File: src/rtl/run_length_monitor_pkg.sv
// Shared types and helpers for the run length monitor.
`timescale 1ns/1ps
package run_length_pkg;

    // Widest counter the helper function supports.
    localparam int MAX_COUNT_WIDTH = 32;

    // Run-tracking states: idle, counting, held at the maximum.
    typedef enum logic [1:0] {
        IDLE = 2'd0,
        RUN  = 2'd1,
        SAT  = 2'd2
    } rl_state_t;

    // Next counter value. At max_val the count either stays there (saturate)
    // or returns to zero (wrap).
    // The caller narrows the result to its own width.
    // The max test compares against the all-ones value passed in.
    // It does not rely on a carry out of the adder.
    function automatic logic [MAX_COUNT_WIDTH-1:0] next_count(
        input logic [MAX_COUNT_WIDTH-1:0] count,
        input logic [MAX_COUNT_WIDTH-1:0] max_val,
        input logic                       wrap
    );
        if (count == max_val) begin
            return wrap ? '0 : max_val;
        end
        return count + 1'b1;
    endfunction

endpackage

File: src/rtl/run_length_monitor_if.sv
// Signal bundle between the run length monitor and its driver/observer.
`timescale 1ns/1ps
interface run_length_monitor_if #(
    parameter int WIDTH = 2
);
    logic             clr;
    logic             b;
    logic [WIDTH-1:0] y;
    logic             hit;
    logic             sat;
    logic [WIDTH-1:0] len;
    logic             len_vld;

    modport master (
        output clr, b,
        input  y, hit, sat, len, len_vld
    );

    modport slave (
        input  clr, b,
        output y, hit, sat, len, len_vld
    );
endinterface

File: src/rtl/run_length_monitor.sv
// Counts consecutive high cycles of a serial input.
// It flags a threshold crossing and saturation.
// It also reports the length of each completed run.
`timescale 1ns/1ps
module run_length_monitor #(
    parameter int WIDTH  = 2,
    parameter int THRESH = 3,
    parameter int WRAP   = 0
) (
    input  logic                clk,
    input  logic                rst,
    run_length_monitor_if.slave bus
);
    import run_length_pkg::*;

    if (WIDTH < 1 || WIDTH > MAX_COUNT_WIDTH) begin : g_width_check
        $error("run_length_monitor: WIDTH must be between 1 and %0d", MAX_COUNT_WIDTH);
    end

    if (THRESH < 1 || longint'(THRESH) > ((longint'(1) << WIDTH) - 1)) begin : g_thresh_check
        $error("run_length_monitor: THRESH must be in 1..2**WIDTH-1");
    end

    localparam logic [WIDTH-1:0] MAX     = '1;
    localparam logic [WIDTH-1:0] THR     = WIDTH'(THRESH);
    localparam logic             WRAP_EN = (WRAP != 0);

    rl_state_t        state, state_n;
    logic [WIDTH-1:0] y_q, y_n;
    logic [WIDTH-1:0] len_q, len_n;
    logic             hit_q, hit_n;
    logic             sat_q, sat_n;
    logic             vld_q, vld_n;

    // State and every output are registered; reset clears them immediately.
    always_ff @(posedge clk or negedge rst) begin
        if (!rst) begin
            state <= IDLE;
            y_q   <= '0;
            len_q <= '0;
            hit_q <= 1'b0;
            sat_q <= 1'b0;
            vld_q <= 1'b0;
        end else begin
            state <= state_n;
            y_q   <= y_n;
            len_q <= len_n;
            hit_q <= hit_n;
            sat_q <= sat_n;
            vld_q <= vld_n;
        end
    end

    // Next state and outputs. Priority is clr, then b.
    // A run ends on a low b; the length is captured from the pre-edge count.
    always_comb begin
        state_n = state;
        y_n     = y_q;
        len_n   = len_q;
        hit_n   = 1'b0;
        vld_n   = 1'b0;

        if (bus.clr) begin
            state_n = IDLE;
            y_n     = '0;
        end else if (bus.b) begin
            if (state != SAT) begin
                y_n     = WIDTH'(next_count(MAX_COUNT_WIDTH'(y_q), MAX_COUNT_WIDTH'(MAX), WRAP_EN));
                hit_n   = (y_n == THR);
                state_n = (!WRAP_EN && y_n == MAX) ? SAT : RUN;
            end
        end else if (state != IDLE) begin
            len_n   = y_q;
            vld_n   = 1'b1;
            y_n     = '0;
            state_n = IDLE;
        end

        sat_n = (state_n == SAT);
    end

    assign bus.y       = y_q;
    assign bus.hit     = hit_q;
    assign bus.sat     = sat_q;
    assign bus.len     = len_q;
    assign bus.len_vld = vld_q;

endmodule

File: src/flat_wrapper.sv
// flat-port wrapper written by rule: the top's interface ports become plain ports
module run_length_monitor_flat import run_length_pkg::*;
#(
    parameter int WIDTH  = 2,
    parameter int THRESH = 3,
    parameter int WRAP   = 0
)
  (clk, rst, bus_clr, bus_b, bus_y, bus_hit, bus_sat, bus_len, bus_len_vld);
  run_length_monitor_if #(.WIDTH(WIDTH)) bus_i ();
  input  logic clk;
  input  logic rst;
  input wire logic [$bits(bus_i.clr)-1:0] bus_clr;
  input wire logic [$bits(bus_i.b)-1:0] bus_b;
  output wire logic [$bits(bus_i.y)-1:0] bus_y;
  output wire logic [$bits(bus_i.hit)-1:0] bus_hit;
  output wire logic [$bits(bus_i.sat)-1:0] bus_sat;
  output wire logic [$bits(bus_i.len)-1:0] bus_len;
  output wire logic [$bits(bus_i.len_vld)-1:0] bus_len_vld;
  assign bus_i.clr = bus_clr;
  assign bus_i.b = bus_b;
  assign bus_y = bus_i.y;
  assign bus_hit = bus_i.hit;
  assign bus_sat = bus_i.sat;
  assign bus_len = bus_i.len;
  assign bus_len_vld = bus_i.len_vld;
  run_length_monitor #(.WIDTH(WIDTH), .THRESH(THRESH), .WRAP(WRAP)) u_core (.clk(clk), .rst(rst), .bus(bus_i));
endmodule
File: config.mk
export PLATFORM = sky130hd
export DESIGN_NAME = run_length_monitor_flat
export DESIGN_NICKNAME = d
export VERILOG_FILES = /design/src/rtl/run_length_monitor_pkg.sv /design/src/rtl/run_length_monitor_if.sv /design/src/rtl/run_length_monitor.sv /design/src/flat_wrapper.sv
export SDC_FILE = /design/constraint.sdc
export NUM_CORES = 1
export LEC_CHECK = 0
export BUFFER_PORTS_ARGS = -buffer_cell sky130_fd_sc_hd__buf_2
export CAP_MARGIN = 20
export CORE_UTILIZATION = 25
export DETAILED_ROUTE_END_ITERATION = 6
export PLACE_DENSITY = 0.55
export SYNTH_ARGS = -nofsm -noshare
export SYNTH_HDL_FRONTEND = slang
export SYNTH_SLANG_ARGS = --single-unit
export TNS_END_PERCENT = 50
File: constraint.sdc
create_clock -name clk -period 1.15 [get_ports clk]
set_input_delay 0.115 -clock clk [delete_from_list [all_inputs] [get_ports clk]]
set_output_delay 0.115 -clock clk [all_outputs]
set_load 0.01 [all_outputs]
[Word-level counts from Yosys, hierarchy flattened]
Index checks and enable logic that the tools add are counted.
Operators by class
  $add $sub $neg: 1
  equality and inequality tests: 5
  muxes and demuxes: 24
  bitwise logic cells: 2
  reductions and logical operators: 4
Operator list (count)
  $mux 2: 14
  $mux 1: 10
  $eq 2x2->1 const B: 3
  $ne 3x2->1 const B: 1
  $reduce_and 3->1: 1
  $reduce_bool 3->1: 1
  $add 2x1->2 const B: 1
  $ne 2x2->1 const B: 1
  $not 1->1: 2
  $reduce_and 2->1: 1
  $reduce_bool 2->1: 1
Word-level totals
  bits in registers: 9
  input bits: 4
  output and inout bits: 7

[Longest topological paths before layout]
  word-level depth: 15
  depth in mapped cells: 3
  gate-level depth less buffers: 3

[Worst setup path after synthesis]
No wires, ideal clock.
  kind: register to register
  start: register u_core.state[1]
  end: register u_core.len_q[0] (netlist: u_core.bus.len[0])
  data arrival time: 0.912 ns
  required time: 1.022 ns
  slack: 0.110 ns
  cell stages (with the launch flop): 3
  cell sequence: dfrtp_1 -> o21ai_2 -> mux2_1
Between the ends
  cells in the longest elaborated chain, start to end: 2
Ends and longest elaborated chain
  from (decl): line run_length_monitor.sv:28  | rl_state_t state, state_n;
  from (signal assigned): line run_length_monitor.sv:45  | state <= state_n;
  $reduce_bool 2->1: line run_length_monitor.sv:72  | end else if (state != IDLE) begin
  $reduce_and 3->1 (no line)
  to (signal assigned): line run_length_monitor.sv:47  | len_q <= len_n;
  to (decl): line run_length_monitor.sv:30  | logic [WIDTH-1:0] len_q, len_n;
Every way passes these cells.
A chain may end at the register's enable or synchronous reset.

[Worst setup path in the final report]
  start: register u_core.state[1]
  end: register u_core.len_q[1] (netlist: u_core.bus.len[1])
The elaborated chain is that of the path after synthesis.

==> flow_metrics.tcl <==
set metrics [dict create \
    path_cells "o21ai_2 -> mux2_1" \
    track_usage 0.1036 \
    rr_endpoint "u_core.bus.len[1]$_DFFE_PN0P_" \
    critPathKind "reg -> reg" \
    holdPathEnd "u_core.bus.y[0]$_DFFE_PN0P_" \
    ant_nets 0 \
    ys_ff_latch 9 \
    finalMaxSlewViolations 0 \
    synth_area_leaders "dfrtp_1 59%, mux2_1 5.9%, nand2b_1 4.9%, a2111oi_2 3.9%, nor2_1 3.9%" \
    num_vias 288 \
    netSwitchingPower_w 0.0001937 \
    cpPeakStageDelay_ns 0.44 \
    synthesis.nets 37 \
    internal-power_w 0.0005553 \
    hold_viol 0 \
    synth_common_cells "9 x dfrtp_1, 4 x nor2_1, 3 x nand2b_1" \
    power_frac_seq 0.508 \
    antennaDiodeCount 0 \
    h-tree-depth 1 \
    io_pins 11 \
    wl_um 669 \
    setup-tns-final_ns 0 \
    fmax_mhz 915.5 \
    finalClockSkew_ns 0.006316 \
    ys_warn_count 0 \
    dp_hpwl_um 500 \
    yosysUniqueCellTypes 15 \
    place_congestion 0.6686 \
    cts_tree "built" \
    crit_required_ns 1.29 \
    die_y_um 41.14 \
    grt_pass1_vias 262 \
    crit_start "u_core.state[1]$_DFF_PN0_" \
    relSlewSlack 0.8326 \
    vias_per_cell 4.500 \
    chipWidth_um 41.14 \
    clk_pin_slew_worst_paths_ns 0.06 \
    row_count 13 \
    syn2layout_area_growth_pct 29.41 \
    portBuffers 10 \
    period_needed_ns 1.092 \
    avgSynthCellArea_sq_um 11.60 \
    status "completed" \
    clockRootBuffer "clkbuf_4" \
    core-area_sq_um 1366 \
    min_period_over_period 0.9498 \
    worst_pin_slew_ns 0.2506 \
    ir_worst_vdd_v 0.0005398 \
    yosys.area.top_type "dfrtp_1" \
    p_leak_nw 0.2589 \
    synthArstFlopShare 1.000 \
    drt-initial-drc-count 4 \
    cts_sinks 9 \
    cts-buffers-inserted 3 \
    antenna_found_initial 0 \
    synthesis.area_sq_um 382.9 \
    crit_slowest_cell "dfrtp_1" \
    rsz0062_at_grt "false" \
    cts_max_path_buffers 2 \
    end_kind "flop" \
    rr_startpoint "u_core.state[1]$_DFF_PN0_" \
    pwr-share-clk 0.307 \
    grt_start_max_net_pins 10 \
    drt-wirelength-per-cell_um 10.45 \
    initial_utilization 0.2802 \
    comb_power_share 0.185 \
    clk-insertion-delay-late_ns 0.25 \
    synth_top_flop_cell "dfrtp_1" \
    post_dp_cell_area_sq_um 459.2 \
    hp-start "bus_clr" \
    grt_pass1_wl_mm 1.076 \
    critPathLaunchType "flop" \
    drive_gt1_frac 0.3673 \
    regToRegSetupSlack_ns 0.06 \
    multiInputGateArea_sq_um 153.9 \
    layout.nets 54 \
    sw_frac_of_total 0.2586 \
    synth-seq-area-share 0.5882 \
    crit_arrival_ns 1.23 \
    hold_path_class "in -> reg" \
    holdPathStages 2 \
    syn_inst 33 \
    fillers 155 \
    maxCapViolCount 0 \
    power_density_nw_per_um2 1512 \
    first_pass_iters 4 \
    synth_top_area_frac 0.5882 \
    totalPowerFinal_w 0.0007489 \
    r2r_cells 2 \
    dieArea_sq_um 1692 \
    synth_edf_count 0 \
    design_area_sq_um 495.5 \
    drc_errors 0 \
    crit_path_max_fanout 5 \
    synth.most_common_cell "dfrtp_1" \
    register_area_sq_um 225.2 \
    setup_viol 0 \
    overflow 0 \
]
-- through the flow --
| step | util | instances | hold slack [ns] | setup WS [ns] |
|---|---|---|---|---|
| 2_1_floorplan | - | 33 | -0.1806 | 0.1102 |
| 3_3_place_gp | 0.3361 | 59 | -0.02283 | 0.06919 |
| 3_5_place_dp | 0.3361 | 59 | -0.02359 | 0.05285 |
| 4_1_cts | 0.3626 | 64 | 0.05816 | 0.04485 |
| 5_1_grt | 0.3626 | 64 | 0.06131 | 0.006944 |
| 6_report | 0.3626 | 64 | 0.06769 | 0.05775 |
-- worst max-delay path: cells and delay by family (launching register included) --
family | cells | cell delay (ns)
flops | 1 | 0.44
compound gates | 1 | 0.21
mux | 1 | 0.34
-- worst max-delay path by stage --
stage / end / slack (ns) / depth (start not counted)
finish: u_core.bus.len[1]$_DFFE_PN0P_ / 0.06 / 2
detailed placement: u_core.bus.len[1]$_DFFE_PN0P_ / 0.05 / 2
floorplan: u_core.bus.len[0]$_DFFE_PN0P_ / 0.11 / 2
CTS: bus_y[1] / 0.04 / 2
global placement: u_core.bus.len[0]$_DFFE_PN0P_ / 0.07 / 2
global route: u_core.bus.len[1]$_DFFE_PN0P_ / 0.007 / 2
-- area by class of cell --
cell class,count,area share
flip-flops and latches,9,0.4545
multi-input cells,23,0.3106
well taps,15,0.03788
repair buffers,12,0.1364
inverters,1,0.007576
clock buffers,4,0.05303
-- state kept, by name, indices dropped and copies added (netlist names) --
signal              count
u_core.bus.len          2
u_core.bus.y            2
u_core.state            2
u_core.bus.hit          1
u_core.bus.len_vld      1
u_core.bus.sat          1
-- cells by family after synthesis --
| logic type | Yosys count | synth area share |
|---|---|---|
| AND/OR/NAND/NOR | 14 | 0.1993 |
| AO/OA/AOI/OAI | 7 | 0.1438 |
| multiplexers | 2 | 0.05882 |
| buffers and inverters | 1 | 0.009795 |
| flip-flops | 9 | 0.5882 |
-- routing by layer --
metal | share of wire | vias up | global-route usage | wire [um]
met5 | 0 | - | 0 | 0
met2 | 0.49 | 6 | 0.1680 | 326
met4 | 0 | 0 | 0.04839 | 0
met1 | 0.45 | 136 | 0.1033 | 302
met3 | 0.058 | 0 | 0.06522 | 39
li1 | - | 146 | - | -
-- cells in the final DEF, fill, tap and decap left out, types with 2 or more instances in the layout --
cell,count
a21oi_1,2
dfrtp_1,9
nor2_1,4
buf_2,10
clkbuf_4,3
nand2_1,2
nand2b_1,3
nor2b_1,2
nor3_1,2
mux2_1,2
-- repair_timing --
item	4_1_cts	5_1_grt
hold buffers	1	0
hold endpoints to repair	9	0
gates resized for setup	0	0
setup buffers	0	0
-- power groups by stage --
stage                     combinational, W  sequential [W]  clock [W]
after floorplan                  0.0000618        0.000400          0
after global placement            0.000138        0.000386          0
after detailed placement          0.000138        0.000387          0
after CTS                         0.000142        0.000381   0.000244
after global routing              0.000158        0.000386   0.000264
final                             0.000138        0.000381   0.000230
Note: power is estimated with default switching activity, not from simulation.
